<file path="src/rtl/frame_sequencer_if.sv">
// rtl/frame_sequencer_if.sv - shader request/response and framebuffer write bundle

interface frame_sequencer_if #(
   parameter int ROW_BITS     = 8,
   parameter int COL_BITS     = 8,
   parameter int COORD_BITS   = 8,
   parameter int PALETTE_BITS = 8,
   parameter int PIXEL_BITS   = 8
);
   // Current voxel and pixel presented to the shader
   logic [COORD_BITS-1:0]        voxel_x;
   logic [COORD_BITS-1:0]        voxel_y;
   logic [COORD_BITS-1:0]        voxel_z;
   logic [PALETTE_BITS-1:0]      voxel_id;
   logic [ROW_BITS-1:0]          row;
   logic [COL_BITS-1:0]          col;

   // Level requests and their completion strobes
   logic                         do_rasterize;
   logic                         rasterizing_done;
   logic                         do_shade;
   logic                         shading_done;
   logic [PIXEL_BITS-1:0]        pixel;

   // Framebuffer write port
   logic                         fb_we;
   logic [ROW_BITS+COL_BITS-1:0] fb_addr;
   logic [PIXEL_BITS-1:0]        fb_data;

   // Sequencer side
   modport master (
      output voxel_x, voxel_y, voxel_z, voxel_id, row, col,
      output do_rasterize, do_shade,
      input  rasterizing_done, shading_done, pixel,
      output fb_we, fb_addr, fb_data
   );

   // Shader / framebuffer side
   modport slave (
      input  voxel_x, voxel_y, voxel_z, voxel_id, row, col,
      input  do_rasterize, do_shade,
      output rasterizing_done, shading_done, pixel,
      input  fb_we, fb_addr, fb_data
   );
endinterface

</file>
<file path="src/rtl/frame_sequencer.sv">
// rtl/frame_sequencer.sv - walks every pixel of a frame through the voxel list and shader

module frame_sequencer #(
   parameter int ROW_BITS        = 8,
   parameter int COL_BITS        = 8,
   parameter int NUM_ROWS        = 120,
   parameter int NUM_COLS        = 160,
   parameter int COORD_BITS      = 8,
   parameter int PALETTE_BITS    = 8,
   parameter int PIXEL_BITS      = 8,
   parameter int VOXEL_ADDR_BITS = 10
) (
   input  logic                                  clock,
   input  logic                                  reset,
   input  logic                                  start,
   input  logic [VOXEL_ADDR_BITS:0]              voxel_count,
   output logic                                  busy,
   output logic                                  frame_done,
   output logic [VOXEL_ADDR_BITS-1:0]            vox_rd_addr,
   input  logic [3*COORD_BITS+PALETTE_BITS-1:0]  vox_rd_data,
   frame_sequencer_if.master                     shd
);

   localparam logic [ROW_BITS-1:0]        LAST_ROW = ROW_BITS'(NUM_ROWS - 1);
   localparam logic [COL_BITS-1:0]        LAST_COL = COL_BITS'(NUM_COLS - 1);
   localparam logic [VOXEL_ADDR_BITS:0]   IDX_ONE  = (VOXEL_ADDR_BITS+1)'(1);
   localparam logic [ROW_BITS-1:0]        ROW_ONE  = ROW_BITS'(1);
   localparam logic [COL_BITS-1:0]        COL_ONE  = COL_BITS'(1);

   typedef enum logic [2:0] {
      IDLE,
      FETCH,
      LOAD,
      RAST,
      GAP,
      SHADE,
      WRITE,
      DONE
   } state_t;

   state_t                       state_q;
   state_t                       state_d;

   logic [VOXEL_ADDR_BITS:0]     count_q;
   logic [VOXEL_ADDR_BITS:0]     index_q;
   logic [VOXEL_ADDR_BITS:0]     index_inc;
   logic                         gap_to_shade_q;
   logic [ROW_BITS-1:0]          row_q;
   logic [COL_BITS-1:0]          col_q;
   logic [COORD_BITS-1:0]        vx_q;
   logic [COORD_BITS-1:0]        vy_q;
   logic [COORD_BITS-1:0]        vz_q;
   logic [PALETTE_BITS-1:0]      vid_q;
   logic [PIXEL_BITS-1:0]        fb_data_q;
   logic                         last_pixel;

   assign index_inc  = index_q + IDX_ONE;
   assign last_pixel = (row_q == LAST_ROW) && (col_q == LAST_COL);

   // The read address is simply the voxel index; memory returns data one cycle later (LOAD)
   assign vox_rd_addr  = index_q[VOXEL_ADDR_BITS-1:0];

   assign shd.voxel_x  = vx_q;
   assign shd.voxel_y  = vy_q;
   assign shd.voxel_z  = vz_q;
   assign shd.voxel_id = vid_q;
   assign shd.row      = row_q;
   assign shd.col      = col_q;
   assign shd.fb_addr  = {row_q, col_q};
   assign shd.fb_data  = fb_data_q;

   // State register
   always_ff @(posedge clock or negedge reset) begin
      if (!reset) begin
         state_q <= IDLE;
      end else begin
         state_q <= state_d;
      end
   end

   // Next-state and state-decoded outputs; requests are pure state decodes so they can never overlap
   always_comb begin
      state_d          = state_q;
      busy             = 1'b0;
      frame_done       = 1'b0;
      shd.do_rasterize = 1'b0;
      shd.do_shade     = 1'b0;
      shd.fb_we        = 1'b0;
      case (state_q)
         IDLE: begin
            if (start) begin
               state_d = (voxel_count == '0) ? SHADE : FETCH;
            end
         end
         FETCH: begin
            busy    = 1'b1;
            state_d = LOAD;
         end
         LOAD: begin
            busy    = 1'b1;
            state_d = RAST;
         end
         RAST: begin
            busy             = 1'b1;
            shd.do_rasterize = 1'b1;
            if (shd.rasterizing_done) begin
               state_d = GAP;
            end
         end
         GAP: begin
            busy    = 1'b1;
            state_d = gap_to_shade_q ? SHADE : FETCH;
         end
         SHADE: begin
            busy         = 1'b1;
            shd.do_shade = 1'b1;
            if (shd.shading_done) begin
               state_d = WRITE;
            end
         end
         WRITE: begin
            busy      = 1'b1;
            shd.fb_we = 1'b1;
            if (last_pixel) begin
               state_d = DONE;
            end else if (count_q == '0) begin
               state_d = SHADE;
            end else begin
               state_d = FETCH;
            end
         end
         DONE: begin
            frame_done = 1'b1;
            state_d    = IDLE;
         end
         default: begin
            state_d = IDLE;
         end
      endcase
   end

   // Frame datapath: latched count, voxel index, pixel position, voxel and pixel capture
   always_ff @(posedge clock or negedge reset) begin
      if (!reset) begin
         count_q        <= '0;
         index_q        <= '0;
         gap_to_shade_q <= 1'b0;
         row_q          <= '0;
         col_q          <= '0;
         vx_q           <= '0;
         vy_q           <= '0;
         vz_q           <= '0;
         vid_q          <= '0;
         fb_data_q      <= '0;
      end else begin
         case (state_q)
            IDLE: begin
               if (start) begin
                  count_q        <= voxel_count;
                  index_q        <= '0;
                  gap_to_shade_q <= 1'b0;
                  row_q          <= '0;
                  col_q          <= '0;
               end
            end
            LOAD: begin
               vx_q  <= vox_rd_data[COORD_BITS-1:0];
               vy_q  <= vox_rd_data[2*COORD_BITS-1:COORD_BITS];
               vz_q  <= vox_rd_data[3*COORD_BITS-1:2*COORD_BITS];
               vid_q <= vox_rd_data[3*COORD_BITS+PALETTE_BITS-1:3*COORD_BITS];
            end
            RAST: begin
               if (shd.rasterizing_done) begin
                  index_q        <= index_inc;
                  gap_to_shade_q <= (index_inc == count_q);
               end
            end
            SHADE: begin
               if (shd.shading_done) begin
                  fb_data_q <= shd.pixel;
               end
            end
            WRITE: begin
               index_q        <= '0;
               gap_to_shade_q <= 1'b0;
               // Position is frozen on the last pixel; the next start reloads it
               if (!last_pixel) begin
                  if (col_q == LAST_COL) begin
                     col_q <= '0;
                     row_q <= row_q + ROW_ONE;
                  end else begin
                     col_q <= col_q + COL_ONE;
                  end
               end
            end
            default: begin
            end
         endcase
      end
   end

endmodule

</file>
<file path="src/flat_wrapper.sv">
// flat-port wrapper written by rule: the top's interface ports become plain ports
module frame_sequencer_flat 
#(
   parameter int ROW_BITS        = 8,
   parameter int COL_BITS        = 8,
   parameter int NUM_ROWS        = 120,
   parameter int NUM_COLS        = 160,
   parameter int COORD_BITS      = 8,
   parameter int PALETTE_BITS    = 8,
   parameter int PIXEL_BITS      = 8,
   parameter int VOXEL_ADDR_BITS = 10
)
  (clock, reset, start, voxel_count, busy, frame_done, vox_rd_addr, vox_rd_data, shd_voxel_x, shd_voxel_y, shd_voxel_z, shd_voxel_id, shd_row, shd_col, shd_do_rasterize, shd_do_shade, shd_rasterizing_done, shd_shading_done, shd_pixel, shd_fb_we, shd_fb_addr, shd_fb_data);
  frame_sequencer_if #(.ROW_BITS(ROW_BITS), .COL_BITS(COL_BITS), .COORD_BITS(COORD_BITS), .PALETTE_BITS(PALETTE_BITS), .PIXEL_BITS(PIXEL_BITS)) shd_i ();
  input  logic clock;
  input  logic reset;
  input  logic start;
  input  logic [VOXEL_ADDR_BITS:0] voxel_count;
  output logic busy;
  output logic frame_done;
  output logic [VOXEL_ADDR_BITS-1:0] vox_rd_addr;
  input  logic [3*COORD_BITS+PALETTE_BITS-1:0] vox_rd_data;
  output wire logic [$bits(shd_i.voxel_x)-1:0] shd_voxel_x;
  output wire logic [$bits(shd_i.voxel_y)-1:0] shd_voxel_y;
  output wire logic [$bits(shd_i.voxel_z)-1:0] shd_voxel_z;
  output wire logic [$bits(shd_i.voxel_id)-1:0] shd_voxel_id;
  output wire logic [$bits(shd_i.row)-1:0] shd_row;
  output wire logic [$bits(shd_i.col)-1:0] shd_col;
  output wire logic [$bits(shd_i.do_rasterize)-1:0] shd_do_rasterize;
  output wire logic [$bits(shd_i.do_shade)-1:0] shd_do_shade;
  input wire logic [$bits(shd_i.rasterizing_done)-1:0] shd_rasterizing_done;
  input wire logic [$bits(shd_i.shading_done)-1:0] shd_shading_done;
  input wire logic [$bits(shd_i.pixel)-1:0] shd_pixel;
  output wire logic [$bits(shd_i.fb_we)-1:0] shd_fb_we;
  output wire logic [$bits(shd_i.fb_addr)-1:0] shd_fb_addr;
  output wire logic [$bits(shd_i.fb_data)-1:0] shd_fb_data;
  assign shd_voxel_x = shd_i.voxel_x;
  assign shd_voxel_y = shd_i.voxel_y;
  assign shd_voxel_z = shd_i.voxel_z;
  assign shd_voxel_id = shd_i.voxel_id;
  assign shd_row = shd_i.row;
  assign shd_col = shd_i.col;
  assign shd_do_rasterize = shd_i.do_rasterize;
  assign shd_do_shade = shd_i.do_shade;
  assign shd_i.rasterizing_done = shd_rasterizing_done;
  assign shd_i.shading_done = shd_shading_done;
  assign shd_i.pixel = shd_pixel;
  assign shd_fb_we = shd_i.fb_we;
  assign shd_fb_addr = shd_i.fb_addr;
  assign shd_fb_data = shd_i.fb_data;
  frame_sequencer #(.ROW_BITS(ROW_BITS), .COL_BITS(COL_BITS), .NUM_ROWS(NUM_ROWS), .NUM_COLS(NUM_COLS), .COORD_BITS(COORD_BITS), .PALETTE_BITS(PALETTE_BITS), .PIXEL_BITS(PIXEL_BITS), .VOXEL_ADDR_BITS(VOXEL_ADDR_BITS)) u_core (.clock(clock), .reset(reset), .start(start), .voxel_count(voxel_count), .busy(busy), .frame_done(frame_done), .vox_rd_addr(vox_rd_addr), .vox_rd_data(vox_rd_data), .shd(shd_i));
endmodule
</file>
<file path="config.mk">
export PLATFORM = sky130hd
export DESIGN_NAME = frame_sequencer_flat
export DESIGN_NICKNAME = d
export VERILOG_FILES = /design/src/rtl/frame_sequencer_if.sv /design/src/rtl/frame_sequencer.sv /design/src/flat_wrapper.sv
export SDC_FILE = /design/constraint.sdc
export NUM_CORES = 1
export LEC_CHECK = 0
export ABC_AREA = 1
export CORE_UTILIZATION = 46
export CTS_CLUSTER_DIAMETER = 60
export CTS_CLUSTER_SIZE = 40
export DETAILED_ROUTE_END_ITERATION = 8
export GPL_ROUTABILITY_DRIVEN = 0
export PLACE_DENSITY_LB_ADDON = 0.25
export RECOVER_POWER = 25
export SLEW_MARGIN = 0
export SYNTH_ARGS = -nofsm -noshare
export SYNTH_HDL_FRONTEND = slang
export SYNTH_SLANG_ARGS = --single-unit
</file>
<file path="constraint.sdc">
create_clock -name clock -period 2 [get_ports clock]
set_clock_uncertainty 0.1 [all_clocks]
set_input_delay 0.4 -clock clock [delete_from_list [all_inputs] [get_ports clock]]
set_output_delay 0.4 -clock clock [all_outputs]
set_load 0.01 [all_outputs]
</file>
==> impl_metrics.toml, run 1 <==
[outcome]
status = "finished clean"

[floorplan]
rows = 34
die_area_mm2 = 0.009495
dieHeight_um = 97.44
die_w_um = 97.44
initial_core_util_pct = 47.82
top_level_ports = 143
core_area_mm2 = 0.008763

[global_routing]
antenna_found_initial = 0
grt_use_total_pct = 22.19
gr-usage-met3_pct = 7.266
globalRouteMet2Util_pct = 36.90
grt_max_degree = 41
grt_busiest_layer = "met2"
grt_pass1_wl_um = 17030
overflow = 0
grt_use_met1_pct = 26.61
grt_pass1_vias = 3717

[setup_path]
crit_start = "u_core.state_q[0]$_DFFE_PN0P_"
cp-start-kind = "register"
crit_chain = "buf_4 > nand2_1 > nor2_1 > dlygate4sd2_1"
path_class = "register to primary output"
rr_startpoint = "u_core.state_q[0]$_DFFE_PN0P_"
critical_path.max_fanout = 4
cp_data_required_time_ns = 1.50
end_kind = "primary output"
ff2ff_setup_slack_ns = 0.18
regToRegEndpoint = "u_core.shd.row[3]$_DFFE_PN0P_"
cp-endpoint = "frame_done"
cp.arrival_ns = 1.39
crit_path_max_incr_delay_ns = 0.41
cp_slowest_cell = "dfrtp_1"
ff2ff_path_depth = 11

[routing]
route.antenna.remaining_nets = 0
via_per_inst = 5.098
post_drt_wl_per_cell_um = 14.68
routed_wl_um = 10320
drtIter0Drc = 142
firstDrtPassIters = 4
vias = 3584
drc_errors = 0

[cts]
cts_max_path_buffers = 2
root_buffer = "clkbuf_8"
clk_pin_slew_ns = 0.09
cts_inserted_buffers = 9
clk_latency_ns = 0.34
cts.htree.levels = 3
cts_tree = "built"
cts_sinks = 82

[final_layout]
syn_to_final_growth_pct = 40.76
antennaDiodeCount = 0
drive_gt1_share_pct = 17.98
fin_util_pct = 67.30
stdcell_count = 703
fin_nets = 649

[yosys]
syn_inst = 452
synth_cell_types = 32
ys_seq_area_share_pct = 48.97
syn_area_per_cell_um2 = 9.271
netlist_area_mm2 = 0.004190
synthesis.nets = 511
synth-seq-cells = 82
ys_warn_count = 0

[place]
port_buffers = 142
post-place-ws_ns = 0.06491
place_inst = 681
dp.final_hpwl_um = 7736

[pwr]
leakage_nw = 2.609
power_density_mw_per_mm2 = 1287
ir_worst_vdd_mv = 0.9343

[timing]
finalWorstSetupSlack_ns = 0.1079
tightest_slew_ns = 0.7553
setup-tns-final_ns = 0
slew_viol_final = 0
fmax_ghz = 0.5285
max_slew_margin_pct = 49.65
rsz0062_at_grt = "no"
min_period_over_period_pct = 94.61
hold_viol_final = 0
period_needed_ns = 1.892
setup_viol = 0

[hold_path]
hp-class = "register to register"

[job]
maxCapViolCount = 0
## worst min-delay path by stage
stage / startpoint / cells after the start / end
detailed placement: reset / 1 / u_core.index_q[6]$_DFFE_PN0P_
floorplan: reset / 0 / u_core.count_q[0]$_DFFE_PN0P_
global placement: reset / 1 / u_core.index_q[7]$_DFFE_PN0P_
CTS: u_core.gap_to_shade_q$_DFFE_PN0P_ / 2 / u_core.gap_to_shade_q$_DFFE_PN0P_
finish: u_core.gap_to_shade_q$_DFFE_PN0P_ / 2 / u_core.gap_to_shade_q$_DFFE_PN0P_
global route: u_core.shd.voxel_id[3]$_DFFE_PN0P_ / 1 / u_core.shd.voxel_id[3]$_DFFE_PN0P_
## per-stage QoR
stage	area, um2	hold slack [ns]	power [mW]
floorplan	4190	0.004409	4.600
global placement	5628	0.2522	6.184
detailed placement	5628	0.2539	6.289
CTS	5849	0.3991	7.582
global route	5898	0.4279	8.084
finish	5898	0.4064	7.592
## per-layer routing
layer / vias up / wire length (um)
met4: 0 / 237
met3: 22 / 849
li1: 1737 / -
met5: - / 0
met1: 1686 / 4309
met2: 139 / 4923
## final cells by class
| class | instances | area (um2) |
|---|---|---|
| clock buffer | 11 | 151.4 |
| multi-input combinational | 281 | 1698 |
| inverter | 54 | 203.9 |
| tap | 108 | 135.1 |
| sequential | 82 | 2056 |
| clock inverter | 5 | 61.31 |
| fill | 679 | 2865 |
| timing repair buffer | 162 | 1593 |
## cells in the mapped netlist, drive strengths merged
cell    instances  area [um2]
a21boi          1       7.510
a21oi           5       25.02
a31oi           3       18.77
buf            33       251.5
clkbuf          2       7.510
clkinv          1       5.000
dfrtp          82        2052
ha              3       37.54
inv            53       198.9
mux2           40       450.4
nand2         103       416.7
nand3          33       175.2
nand3b          4       30.03
nand4           8       50.05
nor2           29       126.4
nor3            6       30.03
o21ai          22       113.9
o22ai           8       50.05
o31ai           9       82.58
xnor2           5       43.79
xor2            2       17.52
## flip-flops by register name, summed over array words and instances (netlist names)
register               cells
u_core.shd.voxel_z         8
u_core.count_q            11
u_core.shd.fb_data         8
u_core.shd.voxel_y         8
u_core.shd.col             8
u_core.shd.row             8
u_core.gap_to_shade_q      1
u_core.shd.voxel_x         8
u_core.shd.voxel_id        8
u_core.state_q             3
u_core.index_q            11
## critical path: cells and delay by family (launching register included)
| family | cells | cell delay, ns |
|---|---|---|
| simple gates | 2 | 0.18 |
| buf+inv | 2 | 0.46 |
| flops | 1 | 0.41 |
## what timing repair did
item,in CTS,in global routing
gates cloned,0,0
endpoints found under the hold margin,24,0
resized for setup,12,10
hold buffers,1,0
pin swaps,0,1
endpoints found under the setup margin,5,16
buffers inserted,0,5
## power by group
group	switching, mW	total [mW]	internal, mW
Combinational	1.64	3.62	1.98
Sequential	0.419	2.70	2.29
Clock	0.617	1.27	0.653
## kinds of logic (layout without fill, tap and decap cells)
family | Yosys count | in the layout | synth area share (%)
adder cells (fa/ha/maj) | 3 | 3 | 0.8959
buffers and inverters | 89 | 232 | 11.05
AND/OR/NAND/NOR | 183 | 183 | 19.77
flip-flops | 82 | 82 | 48.97
multiplexers | 40 | 40 | 10.75
XOR/XNOR | 7 | 7 | 1.463
AO/OA/AOI/OAI | 48 | 48 | 7.107
## cell usage in the layout (no fill, tap or decap), types with 4 or more instances in the layout
master	instances
clkdlybuf4s50_1	136
nand2_1	96
dfrtp_1	79
inv_1	47
mux2_2	40
nand3_1	31
nor2_1	22
o21ai_0	16
buf_4	14
clkbuf_8	11
o22ai_1	8
nand4_1	8
inv_2	6
nor3_1	6
o31ai_1	6
o21ai_1	5
a21oi_1	5
xnor2_1	5
nor2_4	4
nand2_2	4
nand3b_1	4
Note: power is estimated with default switching activity, not from simulation.
==> inputs of run 2 (changes only) <==
--- a/config.mk
+++ b/config.mk
@@ -8,10 +8,10 @@
 export ABC_AREA = 1
 export CORE_UTILIZATION = 46
 export CTS_CLUSTER_DIAMETER = 60
-export CTS_CLUSTER_SIZE = 40
+export CTS_CLUSTER_SIZE = 14
 export DETAILED_ROUTE_END_ITERATION = 8
 export GPL_ROUTABILITY_DRIVEN = 0
-export PLACE_DENSITY_LB_ADDON = 0.25
+export PLACE_DENSITY = 0.81
 export RECOVER_POWER = 25
 export SLEW_MARGIN = 0
 export SYNTH_ARGS = -nofsm -noshare
==> impl_metrics.toml, run 2 (synthesis results as in run 1) <==
[floorplan]
die_w_um = 97.44
initial_core_util_pct = 47.82
top_level_ports = 143
dieHeight_um = 97.44
core_area_mm2 = 0.008763
die_area_mm2 = 0.009495
rows = 34

[timing]
period_needed_ns = 1.914
hold_ws_ns = 0.4029
slew_viol_final = 0
max_slew_margin_pct = 30.67
tightest_slew_ns = 1.040
fmax_ghz = 0.5225
min_period_over_period_pct = 95.70
setup_viol = 0
hold_viol_final = 0
rsz0062_at_grt = "yes"

[routing]
vias = 3529
post_drt_wl_per_cell_um = 14.18
routed_wl_um = 9900
route.antenna.remaining_nets = 0
drc_errors = 0
via_per_inst = 5.056
firstDrtPassIters = 5
drtIter0Drc = 117

[setup_path]
path_class = "register to primary output"
cp-start-kind = "register"
regToRegEndpoint = "u_core.shd.row[3]$_DFFE_PN0P_"
rr_startpoint = "u_core.state_q[0]$_DFFE_PN0P_"
cp-endpoint = "shd_row[0]"
cp_data_required_time_ns = 1.50
cp.arrival_ns = 1.41
end_kind = "primary output"
ff2ff_path_depth = 12
ff2ff_setup_slack_ns = 0.14
crit_start = "u_core.shd.row[0]$_DFFE_PN0P_"
critical_path.max_fanout = 5

[final_layout]
multi_input_area_mm2 = 0.001688
stdcell_count = 698
reg_top3 = "u_core.count_q: 11 flops, u_core.index_q: 11 flops"
antennaDiodeCount = 0
fin_util_pct = 66.62
seqCellArea_mm2 = 0.002056
final_common_cell = "clkdlybuf4s50_1"
drive_gt1_share_pct = 17.12
fillers = 708
fin_nets = 644
syn_to_final_growth_pct = 39.33
final_area_mm2 = 0.005838
final_cell_mix = "clkdlybuf4s50_1 (136), nand2_1 (97), dfrtp_1 (79), inv_1 (48), mux2_2 (40)"

[cts]
cts_inserted_buffers = 9
clk_pin_slew_ns = 0.08
cts_tree = "built"
clk_latency_ns = 0.35
cts_sinks = 82
root_buffer = "clkbuf_8"
cts.htree.levels = 3
cts_max_path_buffers = 2

[global_routing]
overflow = 0
gr-usage-met3_pct = 8.633
grt_busiest_layer = "met2"
globalRouteMet2Util_pct = 36.36
grt_use_met1_pct = 25.12
antenna_found_initial = 0
grt_use_total_pct = 21.71
grt_max_degree = 83
grt_pass1_vias = 3553
grt_pass1_wl_um = 16380

[pwr]
p_switching_mw = 2.644
p_clk_share_pct = 17.9
swShare_pct = 34.94
seq_power_share_pct = 36.1
power.total_mw = 7.568
power_density_mw_per_mm2 = 1296
intPower_mw = 4.924
leakage_nw = 2.584
p_comb_share_pct = 46.1
ir_worst_vdd_mv = 0.9072

[hold_path]
hp-start = "u_core.gap_to_shade_q$_DFFE_PN0P_"
hp-class = "register to register"

[job]
maxCapViolCount = 0

[place]
port_buffers = 142
dpl_cell_area_mm2 = 0.005608
dp.final_hpwl_um = 7522
place_inst = 680

[outcome]
status = "finished clean"
==> run 2: how the worst min path moves through the flow <==
stage	endpoint	slack, ns	cells past startpoint
floorplan	u_core.count_q[0]$_DFFE_PN0P_	0.004	0
detailed placement	u_core.shd.fb_data[5]$_DFFE_PN0P_	0.38	2
CTS	u_core.gap_to_shade_q$_DFFE_PN0P_	0.40	2
global placement	u_core.shd.voxel_x[2]$_DFFE_PN0P_	0.36	2
global route	u_core.shd.fb_data[4]$_DFFE_PN0P_	0.43	1
finish	u_core.gap_to_shade_q$_DFFE_PN0P_	0.40	2
==> run 2: routing by layer <==
layer	share of wire (%)	wire, um
met4	2.1	204
met3	9.6	954
met2	49	4818
met1	40	3923
met5	0	0
==> run 2: power by group through the flow <==
stage / clock [mW] / sequential, mW / combinational [mW]
2_1_floorplan: 0 / 2.90 / 1.70
3_3_place_gp: 0 / 2.71 / 3.46
3_5_place_dp: 0 / 2.75 / 3.52
4_1_cts: 1.40 / 2.72 / 3.53
5_1_grt: 1.45 / 2.81 / 3.80
6_report: 1.35 / 2.73 / 3.49
==> run 2: area by class of cell <==
type / count / share of cell area [%]
Tap cell: 108 / 2.315
Clock buffer: 9 / 2.122
Inverter: 54 / 3.493
Clock inverter: 7 / 1.693
Timing Repair Buffer: 157 / 26.25
Multi-Input combinational cell: 281 / 28.91
Sequential cell: 82 / 35.21
==> run 2: per-stage QoR <==
step	TNS (ns)	worst slack, ns
6_report	0	0.08601
5_1_grt	-0.03035	-0.03035
4_1_cts	0	0.02261
3_5_place_dp	0	0.07006
3_3_place_gp	0	0.09335
2_1_floorplan	0	0.2314
==> run 2: timing repair <==
| item | in CTS | in global routing |
|---|---|---|
| setup endpoints to repair | 5 | 13 |
| gates cloned | 0 | 0 |
| resized for setup | 9 | 8 |
| buffers inserted | 0 | 1 |
| hold endpoints to repair | 73 | 0 |
| hold buffers | 1 | 0 |
==> run 2: critical path: stages (launching register included) <==
cell and delay [ns]:
dfrtp_1 0.36, buf_4 0.14, clkdlybuf4s50_1 0.56
